--- src/rtl/alu_shift_seq.sv ---
// alu_shift_seq -- sequential shifter that performs one single-bit shift per
// clock cycle, so a shift by SHAMT takes SHAMT cycles in the SHIFT state.
//
// Operation: a start accepted in IDLE captures A, SHAMT and MODE. SHIFT
// applies one shift step per cycle until the down-counter reaches zero. DONE
// then copies the working register into Z. done pulses for one cycle together
// with the new Z value, SHAMT+2 cycles after the accepting edge.
//
// Parameters:
//   N     data width in bits (N >= 2)
//   SW    shift-amount width (N <= 2**SW)
//
// Ports:
//   clk    in   1    rising-edge clock
//   rst_n  in   1    asynchronous active-low reset
//   start  in   1    request, only honoured in IDLE
//   A      in   N    operand
//   SHAMT  in   SW   shift amount, clamped to N-1 when >= N
//   MODE   in   2    00 SLL, 01 SRL, 10 SRA, 11 ROL (or SLL, see below)
//   Z      out  N    result register, holds between done pulses
//   busy   out  1    high while in SHIFT
//   done   out  1    one-cycle pulse when Z is updated
//
// Build option: define ALU_SHIFT_ROTATE_EN to make MODE=11 a rotate-left.
// Without it, MODE=11 behaves as SLL and no rotate path exists.

module alu_shift_seq #(
    parameter int N  = 16,
    parameter int SW = 4
) (
    input  logic          clk,
    input  logic          rst_n,
    input  logic          start,
    input  logic [N-1:0]  A,
    input  logic [SW-1:0] SHAMT,
    input  logic [1:0]    MODE,
    output logic [N-1:0]  Z,
    output logic          busy,
    output logic          done
);

    typedef enum logic [1:0] {
        IDLE  = 2'b00,
        SHIFT = 2'b01,
        DONE  = 2'b10
    } state_t;

    // SW+1 bits so that N == 2**SW is still representable in the compare
    localparam logic [SW:0]   N_EXT     = (SW+1)'(N);
    localparam logic [SW-1:0] SHAMT_MAX = SW'(N - 1);

    state_t        state_reg, state_next;
    logic [N-1:0]  work_reg,  work_next;
    logic [SW-1:0] cnt_reg,   cnt_next;
    logic [1:0]    mode_reg,  mode_next;
    logic [N-1:0]  z_reg,     z_next;
    logic          done_reg,  done_next;

    logic [SW-1:0] shamt_clamped;
    logic [N-1:0]  work_shifted;

    assign shamt_clamped = ({1'b0, SHAMT} >= N_EXT) ? SHAMT_MAX : SHAMT;

    // One shift step of the working register according to the latched mode
    always_comb begin
        work_shifted = {work_reg[N-2:0], 1'b0};
        case (mode_reg)
            2'b00:   work_shifted = {work_reg[N-2:0], 1'b0};
            2'b01:   work_shifted = {1'b0, work_reg[N-1:1]};
            2'b10:   work_shifted = {work_reg[N-1], work_reg[N-1:1]};
`ifdef ALU_SHIFT_ROTATE_EN
            default: work_shifted = {work_reg[N-2:0], work_reg[N-1]};
`else
            default: work_shifted = {work_reg[N-2:0], 1'b0};
`endif
        endcase
    end

    always_comb begin
        state_next = state_reg;
        work_next  = work_reg;
        cnt_next   = cnt_reg;
        mode_next  = mode_reg;
        z_next     = z_reg;
        done_next  = 1'b0;
        case (state_reg)
            IDLE: begin
                if (start) begin
                    work_next  = A;
                    cnt_next   = shamt_clamped;
                    mode_next  = MODE;
                    state_next = SHIFT;
                end
            end
            SHIFT: begin
                if (cnt_reg != '0) begin
                    work_next = work_shifted;
                    cnt_next  = cnt_reg - 1'b1;
                end else begin
                    state_next = DONE;
                end
            end
            DONE: begin
                // done is registered, so it rises together with Z on this edge
                z_next     = work_reg;
                done_next  = 1'b1;
                state_next = IDLE;
            end
            default: state_next = IDLE;
        endcase
    end

    always_ff @(posedge clk or negedge rst_n) begin
        if (!rst_n) begin
            state_reg <= IDLE;
            work_reg  <= '0;
            cnt_reg   <= '0;
            mode_reg  <= '0;
            z_reg     <= '0;
            done_reg  <= 1'b0;
        end else begin
            state_reg <= state_next;
            work_reg  <= work_next;
            cnt_reg   <= cnt_next;
            mode_reg  <= mode_next;
            z_reg     <= z_next;
            done_reg  <= done_next;
        end
    end

    assign Z    = z_reg;
    assign done = done_reg;
    assign busy = (state_reg == SHIFT);

endmodule

--- config.mk ---
export PLATFORM = sky130hd
export DESIGN_NAME = alu_shift_seq
export DESIGN_NICKNAME = d
export VERILOG_FILES = /design/src/rtl/alu_shift_seq.sv
export SDC_FILE = /design/constraint.sdc
export NUM_CORES = 1
export LEC_CHECK = 0
export ABC_AREA = 1
export BUFFER_PORTS_ARGS = -buffer_cell sky130_fd_sc_hd__buf_4
export CAP_MARGIN = 20
export CORE_UTILIZATION = 54
export CTS_BUF_LIST = sky130_fd_sc_hd__clkbuf_16
export DETAILED_ROUTE_END_ITERATION = 12
export HOLD_SLACK_MARGIN = 0.05
export PLACE_DENSITY = 0.79
export REMOVE_ABC_BUFFERS = 1
export SLEW_MARGIN = 15
export SYNTH_ARGS = -nofsm -noshare
export SYNTH_HDL_FRONTEND = slang
export SYNTH_SLANG_ARGS = --single-unit
--- constraint.sdc ---
create_clock -name clk -period 2.05 [get_ports clk]
set_clock_uncertainty 0.1 [all_clocks]
set_input_delay 0.3075 -clock clk [delete_from_list [all_inputs] [get_ports clk]]
set_output_delay 0.3075 -clock clk [all_outputs]
set_load 0.02 [all_outputs]
==> impl_metrics.json, run 1 <==
{
  "gp_congestion": 0.768,
  "drive_above_1_share_pct": 21.5,
  "swShare_pct": 44.7,
  "tightest_slew_ns": 0.505,
  "fp.dieW_um": 64.6,
  "post-route-cell-area_mm2": 0.00260,
  "grt.overflow.total": 0,
  "max-cap-violations": 0,
  "synth_edf_count": 0,
  "grt_max_degree": 42,
  "dieArea_mm2": 0.00418,
  "post-route-util_pct": 69.9,
  "reg2reg_to": "work_reg[0]",
  "clkTransAtPathRegs_ns": 0.06,
  "antenna_found_initial": 0,
  "crit_chain": "inv_2 -> nand2_4 -> inv_4 -> buf_4",
  "slew_viol_final": 0,
  "ant_nets": 0,
  "critPathMaxFanout": 25,
  "drtPass1Iterations": 4,
  "syn_to_final_growth_pct": 22.6,
  "internal_power_uw": 2630,
  "status": "complete, no violations",
  "ys_async_sr_fraction_pct": 100,
  "cts_inserted_buffers": 5,
  "rrSetupSlack_ns": 0.37,
  "synth_top_area_share_pct": 48.5,
  "num_rows": 22,
  "via_per_inst": 5.23,
  "yosysUniqueCellTypes": 20,
  "ir_drop_uv": 1690,
  "cpPeakStageDelay_ns": 0.38,
  "drc": 0,
  "htreeDepth": 2,
  "syn-cell-area_mm2": 0.00212,
  "die_y_um": 64.6,
  "io_pins": 43,
  "arrival_ns": 1.30,
  "setup-tns-final_ns": 0,
  "cts_tree": "built",
  "max-slew-margin-rel_pct": 66.4,
  "synth_area_leader_cell": "dfrtp_1",
  "fin_crit_sh_pct": 83.1,
  "worstRegToRegCells": 7,
  "clock_latency_ns": 0.28,
  "place_area_mm2": 0.00242,
  "worstSetupPathType": "register to output pin",
  "switchingPower_uw": 2130,
  "drtIter0Drc": 151,
  "vias": 1879,
  "fillers": 340,
  "grt_pass1_wl_um": 7600,
  "cp-start-kind": "register",
  "synthFlopType": "dfrtp_1",
  "routedWlPerCell_um": 12.3,
  "rsz0062_at_grt": "no",
  "fin_nets": 339,
  "yosys-top-cells-count": "nand2_1, dfrtp_1, nand3_1",
  "r2r-start": "mode_reg[0]",
  "hold_class": "input pin to register",
  "pwr-share-clk_pct": 18.0,
  "cellPowerDensity_mw_per_mm2": 1830,
  "pwr-share-seq_pct": 31.2,
  "cts_root_buf": "clkbuf_16",
  "timing.critical_path.to": "busy",
  "wl_um": 4400,
  "cts_sinks": 41,
  "post-synth-top-count-cell": "nand2_1",
  "power_leakage_uw": 0.00140,
  "initial_core_util_pct": 57.0,
  "grt.total_usage_pct": 24.5,
  "crit_start": "state_reg[1]",
  "final_hold_viol_count": 0,
  "synthTopCellsByArea": "dfrtp_1, nand2_1, nand3_1, a21oi_1, ha_1",
  "antenna_cells": 0,
  "power_frac_comb_pct": 50.8,
  "core_area_mm2": 0.00372,
  "holdWs_ns": 0.173,
  "yosys_register_bits": 41,
  "grt_pass1_vias": 1674,
  "worstSetupEndpointType": "output pin",
  "finalSetupViolations": 0,
  "finalCriticalPeriod_ns": 1.70,
  "hpwlAfterDp_um": 2820,
  "clockBufferDepth": 2,
  "yosysSeqAreaShare_pct": 48.5,
  "yosys_warnings": 0,
  "max_freq_mhz": 587,
  "slowest_stage": "dfrtp_1",
  "port_buffers": 42,
  "post_synth.cell_area_avg_um2": 7.81,
  "cts_setup_buffers": 0,
  "required_ns": 1.64,
  "synth_cells": 271
}
critical path: cells and delay by family (launching register included):
family	cells	cell delay [ns]
DFF	1	0.38
buffers and inverters	3	0.46
and+or+nand+nor	1	0.16
power groups by stage:
stage          Combinational [uW]  Sequential (uW)  Clock (uW)
2_1_floorplan                1580             1590           0
3_3_place_gp                 2340             1480           0
3_5_place_dp                 2400             1490           0
4_1_cts                      2430             1480         880
5_1_grt                      2740             1530         914
6_report                     2420             1480         857
through the flow:
step | power, uW | std cells | setup slack [ns]
final | 4760 | 359 | 0.347
after CTS | 4790 | 359 | 0.335
after global placement | 3820 | 350 | 0.445
after detailed placement | 3890 | 350 | 0.410
after floorplan | 3170 | 258 | 0.410
after global routing | 5180 | 359 | 0.221
placed cells by master, fill, tap and decap left out, types with 3 or more instances in the layout:
cell type,n
nand2_4,3
nand2_1,114
nand3_1,34
or2_2,8
buf_4,44
nor2_1,7
inv_1,11
dfrtp_1,41
clkbuf_16,5
a21oi_1,16
or2_1,8
ha_1,4
o21ai_0,7
per-layer routing:
| layer | part of all wire [%] | wire length [um] | global-route usage, % |
|---|---|---|---|
| met3 | 5.7 | 249 | 5.46 |
| met2 | 48 | 2110 | 38.6 |
| met4 | 1.4 | 63 | 10.8 |
| met5 | 0 | 0 | 0 |
| met1 | 45 | 1980 | 32.3 |
worst min path at each step:
stage / from / end / slack (ns) / cells past startpoint
global route: MODE[1] / mode_reg[1] / 0.22 / 3
finish: MODE[1] / mode_reg[1] / 0.17 / 3
floorplan: rst_n / Z[0] / -0.09 / 0
CTS: MODE[1] / mode_reg[1] / 0.17 / 3
global placement: rst_n / done / 0.22 / 1
detailed placement: rst_n / Z[2] / 0.21 / 1
cell families (layout without fill, tap and decap cells):
group	after synthesis	count (layout)	synth area share, %
DFF	41	41	48.5
AOI/OAI and AO/OA	23	23	5.44
buffers and inverters	27	67	6.68
adders and majority gates	4	4	2.36
and+or+nand+nor	176	176	37.1
area by class of cell:
class / count / area (um2) / share of cell area, %
timing repair buffer: 45 / 340 / 13.1
sequential: 41 / 1030 / 39.5
tap: 48 / 60.1 / 2.31
inverter: 14 / 57.6 / 2.22
multi-input combinational: 203 / 950 / 36.6
clock inverter: 3 / 37.5 / 1.45
clock buffer: 5 / 125 / 4.82
timing repair:
| action | 4_1_cts | 5_1_grt |
|---|---|---|
| gates resized for setup | 0 | 0 |
| endpoints found under the hold margin | 41 | 0 |
| hold buffers | 1 | 0 |
Note: power is estimated with default switching activity, not from simulation.
==> run 2, diff against run 1 <==
--- a/config.mk
+++ b/config.mk
@@ -8,11 +8,11 @@
 export ABC_AREA = 1
 export BUFFER_PORTS_ARGS = -buffer_cell sky130_fd_sc_hd__buf_4
 export CAP_MARGIN = 20
-export CORE_UTILIZATION = 54
+export CORE_UTILIZATION = 49
 export CTS_BUF_LIST = sky130_fd_sc_hd__clkbuf_16
 export DETAILED_ROUTE_END_ITERATION = 12
 export HOLD_SLACK_MARGIN = 0.05
-export PLACE_DENSITY = 0.79
+export PLACE_DENSITY = 0.75
 export REMOVE_ABC_BUFFERS = 1
 export SLEW_MARGIN = 15
 export SYNTH_ARGS = -nofsm -noshare
==> constraint.sdc (replaced) <==
create_clock -name clk -period 1.38 [get_ports clk]
set_clock_uncertainty 0.1 [all_clocks]
set_input_delay 0.207 -clock clk [delete_from_list [all_inputs] [get_ports clk]]
set_output_delay 0.207 -clock clk [all_outputs]
set_load 0.02 [all_outputs]
==> run 2 against run 1 <==
The run now ends with setup timing left. Sequential share of layout area down 5.7 points. Power up 87%. Global-route usage increased by 0.10 points. Combinational power up 130%. Core utilization rose by 4.4 points. Non-clock buffer count is 27 higher. Via count rose by 7.1%. Sequential cell count unchanged. Die area increased by 9.9%. Count of clock-buffer cells in the layout is the same. Worst setup slack got worse by 0.44 ns. Routed wire length rose by 24%. Largest power group unchanged.
==> impl_metrics.json, run 2 (synthesis results as in run 1) <==
{
  "grt_max_degree": 42,
  "layout_common_cells": "nand2_1, buf_4, dfrtp_1",
  "use_met3_pct": 5.07,
  "power_leakage_uw": 0.00156,
  "max-slew-margin-rel_pct": 65.0,
  "htreeDepth": 2,
  "violations": "setup timing",
  "wl_um": 5450,
  "fin_nets": 367,
  "cts_inserted_buffers": 5,
  "layout_commonest_cell": "nand2_1",
  "finalSetupViolations": 16,
  "total_power_uw": 8920,
  "busiest_layer": "met2",
  "cp-start-kind": "register",
  "antenna_cells": 0,
  "cellPowerDensity_mw_per_mm2": 2940,
  "critPathMaxFanout": 6,
  "die_y_um": 67.7,
  "syn_to_final_growth_pct": 43.4,
  "max-cap-violations": 0,
  "rsz0062_at_grt": "yes",
  "setup-tns-final_ns": -0.797,
  "fin_crit_sh_pct": 106,
  "tightest_slew_ns": 0.525,
  "cts_root_buf": "clkbuf_16",
  "grt.met2_usage_pct": 43.1,
  "routedWlPerCell_um": 14.0,
  "fp.dieW_um": 67.7,
  "clkTransAtPathRegs_ns": 0.06,
  "slew_viol_final": 0,
  "ir_drop_uv": 1670,
  "clockBufferDepth": 2,
  "grt_pass1_wl_um": 8160,
  "rrSetupSlack_ns": -0.09,
  "worstSetupEndpointType": "register",
  "port_buffers": 42,
  "required_ns": 1.46,
  "hold_class": "input pin to register",
  "grt_pass1_vias": 1837,
  "status": "complete, but fails checks",
  "post-route-util_pct": 74.3,
  "gp_congestion": 0.818,
  "final_hold_viol_count": 0,
  "fin_ws_ns": -0.0889,
  "slowest_stage": "dfrtp_1",
  "arrival_ns": 1.55,
  "drc": 0,
  "core_area_mm2": 0.00409,
  "grt.overflow.total": 0,
  "crit_chain": "buf_6 -> ha_4 -> inv_4 -> buf_6 -> nand3_1 -> nand2_1 -> nand3_1 -> nand2_1",
  "cpPeakStageDelay_ns": 0.39,
  "clock_latency_ns": 0.28,
  "grt.total_usage_pct": 24.6,
  "ant_nets": 0,
  "hpwlAfterDp_um": 3240,
  "max_freq_mhz": 681,
  "worstSetupPathType": "register to register",
  "antenna_found_initial": 0,
  "vias": 2012,
  "initial_core_util_pct": 51.8,
  "dieArea_mm2": 0.00459,
  "cts_sinks": 41,
  "drtPass1Iterations": 4,
  "drive_above_1_share_pct": 38.6,
  "io_pins": 43,
  "finalCriticalPeriod_ns": 1.47,
  "num_rows": 23,
  "drtIter0Drc": 132,
  "grt_use_met1_pct": 28.8,
  "cts_tree": "built",
  "via_per_inst": 5.17
}
[run 2: changes by cell type in the layout (fill, tap and decap cells not counted), moves of 3 or more]
cell | previous run | this run
buf_4 | 44 | 57
nand3_1 | 34 | 21
nand3_2 | 0 | 12
buf_6 | 0 | 11
a21oi_1 | 16 | 11
a21oi_2 | 0 | 5
inv_1 | 11 | 6
nand2_1 | 114 | 109
nand2_2 | 0 | 5
ha_1 | 4 | 0
o21ai_0 | 7 | 3
o21ai_2 | 0 | 3
[run 2: cell type report]
cell class	instances	area (um2)
repair buffers	72	627
clock buffers	5	125
flip-flops and latches	41	1030
multi-input cells	204	1110
well taps	50	62.6
inverters	14	70.1
fillers	308	1050
clock inverters	3	12.5
[run 2: path summary, 6_finish.rpt]
| path | startpoint | cells after the start | to |
|---|---|---|---|
| min in group asynchronous | rst_n | 2 | work_reg[0] |
| max | mode_reg[1] | 8 | work_reg[13] |
| max reg2reg | mode_reg[1] | 8 | work_reg[13] |
| min reg2reg | Z[13] | 2 | Z[13] |
| min | MODE[1] | 3 | mode_reg[1] |
| max in group asynchronous | rst_n | 2 | work_reg[9] |
[run 2: what timing repair did]
action / in CTS / in global routing
gates resized for setup: 21 / 40
setup buffers: 6 / 4
endpoints found under the hold margin: 41 / 0
endpoints found under the setup margin: 21 / 37
cloned: 2 / 1
pin swaps: 4 / 16
hold buffers: 1 / 0
[run 2: routing by layer]
layer / wire length [um] / vias to the layer above / share of wire (%)
li1: - / 989 / -
met1: 2290 / 951 / 42
met2: 2840 / 65 / 52
met3: 250 / 7 / 4.6
met4: 73 / 0 / 1.3
met5: 0 / - / 0
[run 2: metrics by stage]
step / instance area (um2) / setup WS (ns) / cells / hold WS (ns)
after floorplan: 2030 / -0.260 / 258 / -0.189
after global placement: 2570 / -0.107 / 368 / 0.121
after detailed placement: 2570 / -0.140 / 368 / 0.123
after CTS: 2830 / -0.0346 / 384 / 0.0754
after global routing: 3040 / -0.136 / 389 / 0.0926
final: 3040 / -0.0889 / 389 / 0.0711
[run 2: power by group]
part           total [uW]  switching, uW  internal, uW
registers            2250            479          1770
clock network        1110            456           654
logic                5560           3020          2540
[run 2: worst max-delay path, delay by kind of cell (launching register included)]
family                   cells  cell delay [ns]
buffers and inverters        3             0.31
flip-flops                   1             0.39
adder cells (fa/ha/maj)      1             0.29
AND/OR/NAND/NOR              4             0.27
==> run 3, diff against run 2 <==
==> constraint.sdc (replaced) <==
create_clock -name clk -period 1.26 [get_ports clk]
set_clock_uncertainty 0.1 [all_clocks]
set_input_delay 0.189 -clock clk [delete_from_list [all_inputs] [get_ports clk]]
set_output_delay 0.189 -clock clk [all_outputs]
set_load 0.02 [all_outputs]
==> run 3 against run 2 <==
Combinational power increased by 18%. Clock power increased by 7%. Die area unchanged. Routed wire length increased by 8.6%. Power increased by 15%. Worst setup slack got worse by 0.13 ns. Critical path depth unchanged. Non-clock buffer count increased by 6. Largest power group unchanged. The flow still finishes with violations (setup timing). Count of clock-buffer cells in the layout unchanged. Global-route usage increased by 1.8 points.
==> impl_metrics.json, run 3 (synthesis results as in run 1) <==
{
  "hold_depth": 3,
  "internal_power_uw": 5660,
  "worstRegToRegCells": 8,
  "drc": 0,
  "vias": 2050,
  "num_rows": 23,
  "hpwlAfterDp_um": 3250,
  "wl_um": 5920,
  "drive_above_1_share_pct": 44.6,
  "cts_tree": "built",
  "power_leakage_uw": 0.00165,
  "worstSetupEndpointType": "register",
  "core_area_mm2": 0.00409,
  "cts_sinks": 41,
  "grt.total_usage_pct": 26.4,
  "grt_pass1_wl_um": 8650,
  "arrival_ns": 1.55,
  "fillers": 273,
  "ir_drop_uv": 1890,
  "clockBufferDepth": 2,
  "grt_pass1_vias": 1861,
  "via_per_inst": 5.19,
  "drtPass1Iterations": 4,
  "io_pins": 43,
  "hold_class": "input pin to register",
  "finalCriticalPeriod_ns": 1.48,
  "reg2reg_to": "work_reg[13]",
  "max-slew-margin-rel_pct": 64.7,
  "clock_latency_ns": 0.28,
  "rsz0062_at_grt": "yes",
  "slew_viol_final": 0,
  "antenna_found_initial": 0,
  "status": "complete, but fails checks",
  "htreeDepth": 2,
  "required_ns": 1.33,
  "tightest_slew_ns": 0.529,
  "worstSetupPathType": "register to register",
  "swShare_pct": 45.0,
  "post-route-cell-area_mm2": 0.00321,
  "clkTransAtPathRegs_ns": 0.06,
  "final_hold_viol_count": 0,
  "r2r-start": "mode_reg[1]",
  "hp-start": "MODE[0]",
  "initial_core_util_pct": 51.8,
  "gp_congestion": 0.800,
  "syn_to_final_growth_pct": 51.8,
  "power_frac_comb_pct": 63.8,
  "dp_slack_ns": -0.275,
  "grt_max_degree": 42,
  "critPathMaxFanout": 6,
  "layout_commonest_cell": "nand2_1",
  "finalSetupViolations": 21,
  "cts_inserted_buffers": 5,
  "fp.dieW_um": 67.7,
  "switchingPower_uw": 4640,
  "violations": "setup timing",
  "ant_nets": 0,
  "fin_nets": 374,
  "die_y_um": 67.7,
  "min_to": "mode_reg[0]",
  "port_buffers": 42,
  "pwr-share-seq_pct": 24.6,
  "fin_ws_ns": -0.215,
  "drtIter0Drc": 171,
  "setup-tns-final_ns": -3.28,
  "max_freq_mhz": 678,
  "cellPowerDensity_mw_per_mm2": 3200,
  "fin_crit_sh_pct": 117,
  "cp-start-kind": "register",
  "cts_root_buf": "clkbuf_16",
  "grt.overflow.total": 0,
  "routedWlPerCell_um": 15.0,
  "dieArea_mm2": 0.00459,
  "antenna_cells": 0,
  "pwr-share-clk_pct": 11.5,
  "place_area_mm2": 0.00261,
  "layout_common_cells": "nand2_1, buf_4, dfrtp_1",
  "max-cap-violations": 0,
  "rrSetupSlack_ns": -0.22,
  "post-route-util_pct": 78.6
}
## run 3: changes by cell type in the layout (fill, tap and decap cells not counted), moves of 4 or more
cell     delta
nand3_1     -6
buf_6       +4
nand3_2     +6
nand2_2     +8
nand2_1    -11
## run 3: cell type report
cell class | count | area (um2) | area share (%)
multi-input cells | 204 | 1190 | 37.1
flip-flops and latches | 41 | 1030 | 31.9
repair buffers | 78 | 719 | 22.4
clock buffers | 5 | 125 | 3.89
inverters | 14 | 72.6 | 2.26
well taps | 50 | 62.6 | 1.95
clock inverters | 2 | 7.51 | 0.234
repair inverters | 1 | 6.26 | 0.195
## run 3: stage by stage
step	cells	total power, uW	hold WS (ns)
global placement	371	7000	0.0996
CTS	390	9400	0.0747
finish	395	10300	0.0829
global route	395	11000	0.0873
detailed placement	371	7150	0.103
floorplan	258	5160	-0.207
## run 3: worst max-delay path, cell delays in order, from the launching register on
cell and delay [ns]:
dfrtp_1 0.39, buf_6 0.13, ha_4 0.30, inv_4 0.05
buf_6 0.13, nand3_2 0.06, nand2_1 0.07, nand3_1 0.07
nand2_1 0.06
## run 3: worst max-delay path by stage
stage / from / slack, ns / cells past startpoint / to
floorplan: mode_reg[0] / -0.38 / 7 / work_reg[0]
global placement: cnt_reg[0] / -0.26 / 8 / work_reg[11]
detailed placement: mode_reg[1] / -0.28 / 7 / work_reg[10]
CTS: mode_reg[1] / -0.19 / 7 / work_reg[13]
global route: mode_reg[1] / -0.28 / 7 / work_reg[13]
finish: mode_reg[1] / -0.22 / 8 / work_reg[13]
## run 3: power by group through the flow
stage | clock network (uW) | registers [uW] | logic (uW)
after floorplan | 0 | 2590 | 2570
after global placement | 0 | 2400 | 4610
after detailed placement | 0 | 2430 | 4720
after CTS | 1210 | 2440 | 5750
after global routing | 1270 | 2610 | 7110
final | 1190 | 2540 | 6570
## run 3: timing repair
| item | CTS | global route |
|---|---|---|
| cloned | 2 | 2 |
| pin swaps | 16 | 27 |
| gates resized for setup | 41 | 55 |
| setup endpoints to repair | 22 | 40 |
| setup buffers | 9 | 5 |
| hold buffers | 1 | 0 |
| hold endpoints to repair | 41 | 0 |
## run 3: metal layers
| layer | track usage [%] | share of wire, % | vias to the layer above |
|---|---|---|---|
| met5 | 0 | 0 | - |
| met4 | 11.2 | 3.0 | 0 |
| met3 | 5.74 | 4.3 | 19 |
| met2 | 43.9 | 50 | 71 |
| met1 | 32.5 | 42 | 956 |
| li1 | - | - | 1004 |
